## src/rtl/mult36_arbiter.sv

```systemverilog
// Round-robin front end for one shared 36x36 signed multiplier.
// Up to NREQ requesters compete for the multiplier. A {valid, id} tag rides
// alongside the multiplier pipeline so each product returns with its owner.
// A single response register holds each result until the consumer takes it.
// While the response is held, the multiplier and the tag pipeline freeze
// together through m_ce, so nothing is lost.
//
// Handshake rules (all ports): a transfer happens on a rising clk edge where
// valid and ready are both 1. A valid signal never depends on the matching
// ready. req_ready depends on req_valid and on the response stall. resp_valid
// stays high, with resp_id/resp_data stable, until resp_ready is seen.
module mult36_arbiter #(
    parameter int  NREQ = 4,
    parameter int  LAT  = 1,
    localparam int IW   = (NREQ > 1) ? $clog2(NREQ) : 1
) (
    input  logic               clk,
    input  logic               rstn,
    input  logic [NREQ-1:0]    req_valid,
    output logic [NREQ-1:0]    req_ready,
    input  logic [NREQ*36-1:0] req_a,
    input  logic [NREQ*36-1:0] req_b,
    output logic               m_ce,
    output logic               m_valid_in,
    output logic [35:0]        m_data_a,
    output logic [35:0]        m_data_b,
    input  logic               m_valid_out,
    input  logic [71:0]        m_result,
    output logic               resp_valid,
    input  logic               resp_ready,
    output logic [IW-1:0]      resp_id,
    output logic [71:0]        resp_data,
    output logic               busy,
    output logic               proto_err
);

    logic            stall;
    logic [IW-1:0]   rr_ptr;
    logic [NREQ-1:0] req_rot;
    logic            grant_found;
    logic [IW-1:0]   grant_idx;
    logic [IW:0]     idx_sum;
    logic            grant_ok;
    logic [LAT-1:0]  tag_v;
    logic [IW-1:0]   tag_id [LAT];

    // A held response that is not being taken freezes the whole datapath.
    assign stall = resp_valid & ~resp_ready;
    assign m_ce  = ~stall;

    // Round-robin search: rotate the requests so rr_ptr is at bit 0. The
    // loop runs downward, so the lowest set bit (the nearest requester) is
    // the one left in grant_idx.
    always_comb begin
        req_rot     = NREQ'({req_valid, req_valid} >> rr_ptr);
        grant_found = 1'b0;
        grant_idx   = '0;
        idx_sum     = '0;
        for (int k = NREQ - 1; k >= 0; k--) begin
            if (req_rot[k]) begin
                grant_found = 1'b1;
                idx_sum     = {1'b0, rr_ptr} + (IW+1)'(k);
                if (idx_sum >= (IW+1)'(NREQ)) begin
                    idx_sum = idx_sum - (IW+1)'(NREQ);
                end
                grant_idx = idx_sum[IW-1:0];
            end
        end
    end

    // Nothing is granted while stalled or while reset is asserted.
    assign grant_ok   = grant_found & ~stall & rstn;
    assign m_valid_in = grant_ok;

    // Steer the granted operands to the multiplier. Outputs are zero when there is no grant.
    always_comb begin
        req_ready = '0;
        m_data_a  = '0;
        m_data_b  = '0;
        for (int i = 0; i < NREQ; i++) begin
            if (grant_ok && (grant_idx == IW'(i))) begin
                req_ready[i] = 1'b1;
                m_data_a     = req_a[i*36 +: 36];
                m_data_b     = req_b[i*36 +: 36];
            end
        end
    end

    // The pointer moves past the winner only when an operand is actually accepted.
    always_ff @(posedge clk or negedge rstn) begin
        if (!rstn) begin
            rr_ptr <= '0;
        end else if (grant_ok) begin
            rr_ptr <= (grant_idx == IW'(NREQ - 1)) ? '0 : grant_idx + 1'b1;
        end
    end

    // The tag pipeline mirrors the multiplier depth and freezes with it.
    always_ff @(posedge clk or negedge rstn) begin
        if (!rstn) begin
            for (int i = 0; i < LAT; i++) begin
                tag_v[i]  <= 1'b0;
                tag_id[i] <= '0;
            end
        end else if (m_ce) begin
            tag_v[0]  <= m_valid_in;
            tag_id[0] <= grant_idx;
            for (int i = 1; i < LAT; i++) begin
                tag_v[i]  <= tag_v[i-1];
                tag_id[i] <= tag_id[i-1];
            end
        end
    end

    // The response register takes the tag head and the product unless stalled.
    always_ff @(posedge clk or negedge rstn) begin
        if (!rstn) begin
            resp_valid <= 1'b0;
            resp_id    <= '0;
            resp_data  <= '0;
        end else if (!stall) begin
            resp_valid <= tag_v[LAT-1];
            resp_id    <= tag_id[LAT-1];
            resp_data  <= m_result;
        end
    end

    // Sticky flag: the multiplier's valid disagrees with the tag we expect.
    always_ff @(posedge clk or negedge rstn) begin
        if (!rstn) begin
            proto_err <= 1'b0;
        end else if (m_ce && (m_valid_out != tag_v[LAT-1])) begin
            proto_err <= 1'b1;
        end
    end

    assign busy = resp_valid | (|tag_v);

endmodule

```

## config.mk

```make
export PLATFORM = sky130hd
export DESIGN_NAME = mult36_arbiter
export DESIGN_NICKNAME = d
export VERILOG_FILES = /design/src/rtl/mult36_arbiter.sv
export SDC_FILE = /design/constraint.sdc
export NUM_CORES = 1
export LEC_CHECK = 0
export BUFFER_PORTS_ARGS = -buffer_cell sky130_fd_sc_hd__buf_4
export CAP_MARGIN = 40
export CORE_AREA = 2 2 201 203
export DETAILED_ROUTE_END_ITERATION = 7
export DIE_AREA = 0 0 203 205
export PLACE_DENSITY = 0.51
export SYNTH_ARGS = -nofsm -noshare
export SYNTH_HDL_FRONTEND = slang
export SYNTH_SLANG_ARGS = --single-unit
export TNS_END_PERCENT = 100
```

## constraint.sdc

```tcl
create_clock -name clk -period 2.7 [get_ports clk]
set_clock_uncertainty 0.1 [all_clocks]
set_input_delay 0.27 -clock clk [delete_from_list [all_inputs] [get_ports clk]]
set_output_delay 0.27 -clock clk [all_outputs]
set_load 0.1 [all_outputs]
```

==> results.yml <==
outcome:
  status: "complete, but fails checks"
  failed_checks: "negative setup slack"
final_layout:
  antenna_diode_count: 0
  final_nets: 1696
  fillerInstances: 3957
  layout-drive-gt1-share: 0.6024
  layout.core_utilization: 0.3594
  area_growth_pct: 138.3
clock_tree:
  clock_sinks: 81
  clock_tree.htree_level_count: 3
  clockBufferDepth: 2
  tritoncts_clock_tree: "done"
  worst_path_clk_slew_ns: 0.07
  cts-buffers-inserted: 9
  clock_latency_on_the_worst_skew_pair_ns: 0.33
  clockRootBuffer: "clkbuf_16"
logic_synthesis:
  area_of_the_mapped_netlist_sq_mm: 0.005937
  syn_area_per_cell_sq_um: 7.573
  synthDominantCellAreaShare: 0.3414
  synth.top_cells.by_count: "nand2_1 (299), dfrtp_1 (81), a21oi_1 (74), a21o_1 (73)"
  synth_edf_count: 0
  synth_cell_types: 32
  flip_flop_and_latch_count_after_synthesis: 81
  netlist_instances: 784
  yosys_warnings: 0
  synth.net_count: 1156
  synthFlopType: "dfrtp_1"
  post-synth-top-count-cell: "nand2_1"
  netlist.top_cell.by_area: "dfrtp_1"
  postSynth.asyncResetShare: 1.000
  ys_seq_area_frac: 0.3414
  netlist_top_cells_area: "dfrtp_1 (34%), nand2_1 (19%), and3b_1 (11%), o221ai_1 (11%), a21o_1 (9.2%)"
critical_path:
  crit_path_max_fanout: 16
  critPathKind: "reg2out"
  worst-endpoint-required_ns: 2.33
  startpoint_type: "register"
  slowest_cell_on_crit_path: "dfrtp_2"
  cp_cell_sequence: "mux2i_2 > o22ai_4 > or2_4 > ha_4 > bufbuf_16 > and3b_2 > o221ai_4 > a21oi_4 > buf_12"
  cp-end-kind: "primary output"
  critPathArrivalTime_ns: 2.71
  critical_path.max_stage_delay_ns: 0.44
place:
  dpl.hpwl_um: 26680
  io_buffers: 522
  gp_congestion: 0.8849
timing:
  grt_setup_unrepaired: "yes"
  max-slew-margin-rel: 0.4227
  setup_ws_ns: -0.3841
  timing.final.crit_share: 1.142
  period_minus_slack_ns: 3.084
  highest_clock_rate_mhz: 324.2
  timing.final.max_slew_violations: 0
  setup_violations: 75
  finalHoldViolCount: 0
  timing_worst_slew_pin_value_ns: 0.8660
global_route:
  grt_pass1_vias: 8710
  gr-usage-all-layers: 0.1643
  initial_antenna_violation_count: 1
  grt_remaining_overflow: 0
  grt_start_max_net_pins: 80
  first_pass_grt_wire_length_um: 52560
run:
  timing.max_cap.violations: 0
power:
  power.density_cell_area_mw_per_mm2: 931.4
  leakagePower_nw: 6.821
  p_total_mw: 13.18
  peak_ir_drop_on_the_vdd_network_uv: 473.5
floorplan:
  placeableCoreArea_sq_mm: 0.03937
  floorplan.die.height_um: 205
  fp.dieW_um: 203
  placementRows: 73
  initial_core_util: 0.1508
  io-pin-count: 523
  total_die_area_sq_mm: 0.04162
routing:
  total_length_of_routed_wires_um: 36880
  num_vias: 8147
  initialDrtViolationCount: 408
  drtPass1Iterations: 4
  detail_route.wl_per_cell_um: 19.90
  route.detailed.vias_per_inst: 4.397
  final_antenna_net_count: 0
  drc: 0
hold_path:
  worst_hold_path_type: "in2reg"
==> state kept, by name (all words and copies together), names as in the netlist <==
| register | flops |
|---|---|
| resp_id | 2 |
| proto_err | 1 |
| tag_id | 2 |
| resp_valid | 1 |
| resp_data | 72 |
| tag_v | 1 |
| rr_ptr | 2 |
==> layer usage <==
layer	vias up	wire length, um	global-route usage
li1	3833	-	-
met1	3933	14910	0.2000
met2	326	18890	0.2917
met3	55	2177	0.03532
met4	0	897	0.04432
met5	-	0	0
==> report_power, final <==
part / total (mW) / switching, mW / internal, mW
Sequential: 1.52 / 0.122 / 1.40
Clock: 1.41 / 0.504 / 0.903
Combinational: 10.2 / 6.29 / 3.96
==> through the flow <==
stage	std cells	hold slack (ns)	TNS [ns]	cell area, sq um	setup slack [ns]
floorplan	784	-0.1256	-10.37	6889	-0.5728
global placement	1816	0.2725	-3.144	11800	-0.1002
detailed placement	1816	0.2732	-4.941	11800	-0.1345
CTS	1850	0.01083	-19.98	13840	-0.3528
global route	1853	0.01905	-33.61	14150	-0.5097
finish	1853	0.02394	-24.23	14150	-0.3841
==> layout make-up <==
type / count / area, sq um / share of cell area
Multi-Input combinational cell: 620 / 5019 / 0.3547
Sequential cell: 81 / 2029 / 0.1434
Clock inverter: 6 / 115.1 / 0.008136
Inverter: 4 / 25.02 / 0.001769
Clock buffer: 9 / 225.2 / 0.01592
Tap cell: 525 / 656.9 / 0.04643
Timing Repair Buffer: 608 / 6078 / 0.4296
==> final timing paths <==
path	start	endpoint	slack, ns	cells after the start
hold reg to reg	resp_data[5]	resp_data[5]	0.36	2
setup / recovery	rr_ptr[1]	m_data_a[34]	-0.38	9
min in group asynchronous	rstn	resp_data[35]	0.46	3
hold / removal	m_result[11]	resp_data[11]	0.02	3
setup reg to reg	resp_valid	rr_ptr[0]	0.73	6
max in group asynchronous	rstn	resp_data[17]	1.03	4
==> logic make-up (layout without fill, tap and decap cells) <==
group | after synthesis | in the layout | share of synthesized area
XOR/XNOR | 1 | 1 | 0.001476
adder cells (fa/ha/maj) | 4 | 4 | 0.008430
flip-flops | 81 | 81 | 0.3414
AO/OA/AOI/OAI | 225 | 225 | 0.2689
multiplexers | 2 | 2 | 0.004214
buffers and inverters | 83 | 627 | 0.06238
AND/OR/NAND/NOR | 388 | 388 | 0.3132
==> worst max-delay path, delay by kind of cell, from the launching register on <==
family | cells | cell delay (ns)
compound gates | 3 | 0.42
fa+ha+maj | 1 | 0.21
buf+inv | 2 | 0.49
mux | 1 | 0.29
simple gates | 2 | 0.53
flops | 1 | 0.44
==> what timing repair did <==
item                                   CTS  global route
pin swaps                               52            71
gates cloned                             8             5
setup buffers                           10             1
setup endpoints to repair               75            76
endpoints found under the hold margin   32             0
hold buffers                             1             0
resized for setup                      301            41
==> layout by cell type (no fill, tap or decap), types with 8 or more instances in the layout <==
cell type	count
a21o_1	73
buf_12	93
buf_4	482
buf_16	8
and3b_1	68
dfrtp_1	79
clkbuf_16	14
o221ai_2	66
buf_6	16
nand2_1	299
a21oi_4	72
(Power assumes the default switching activity.)
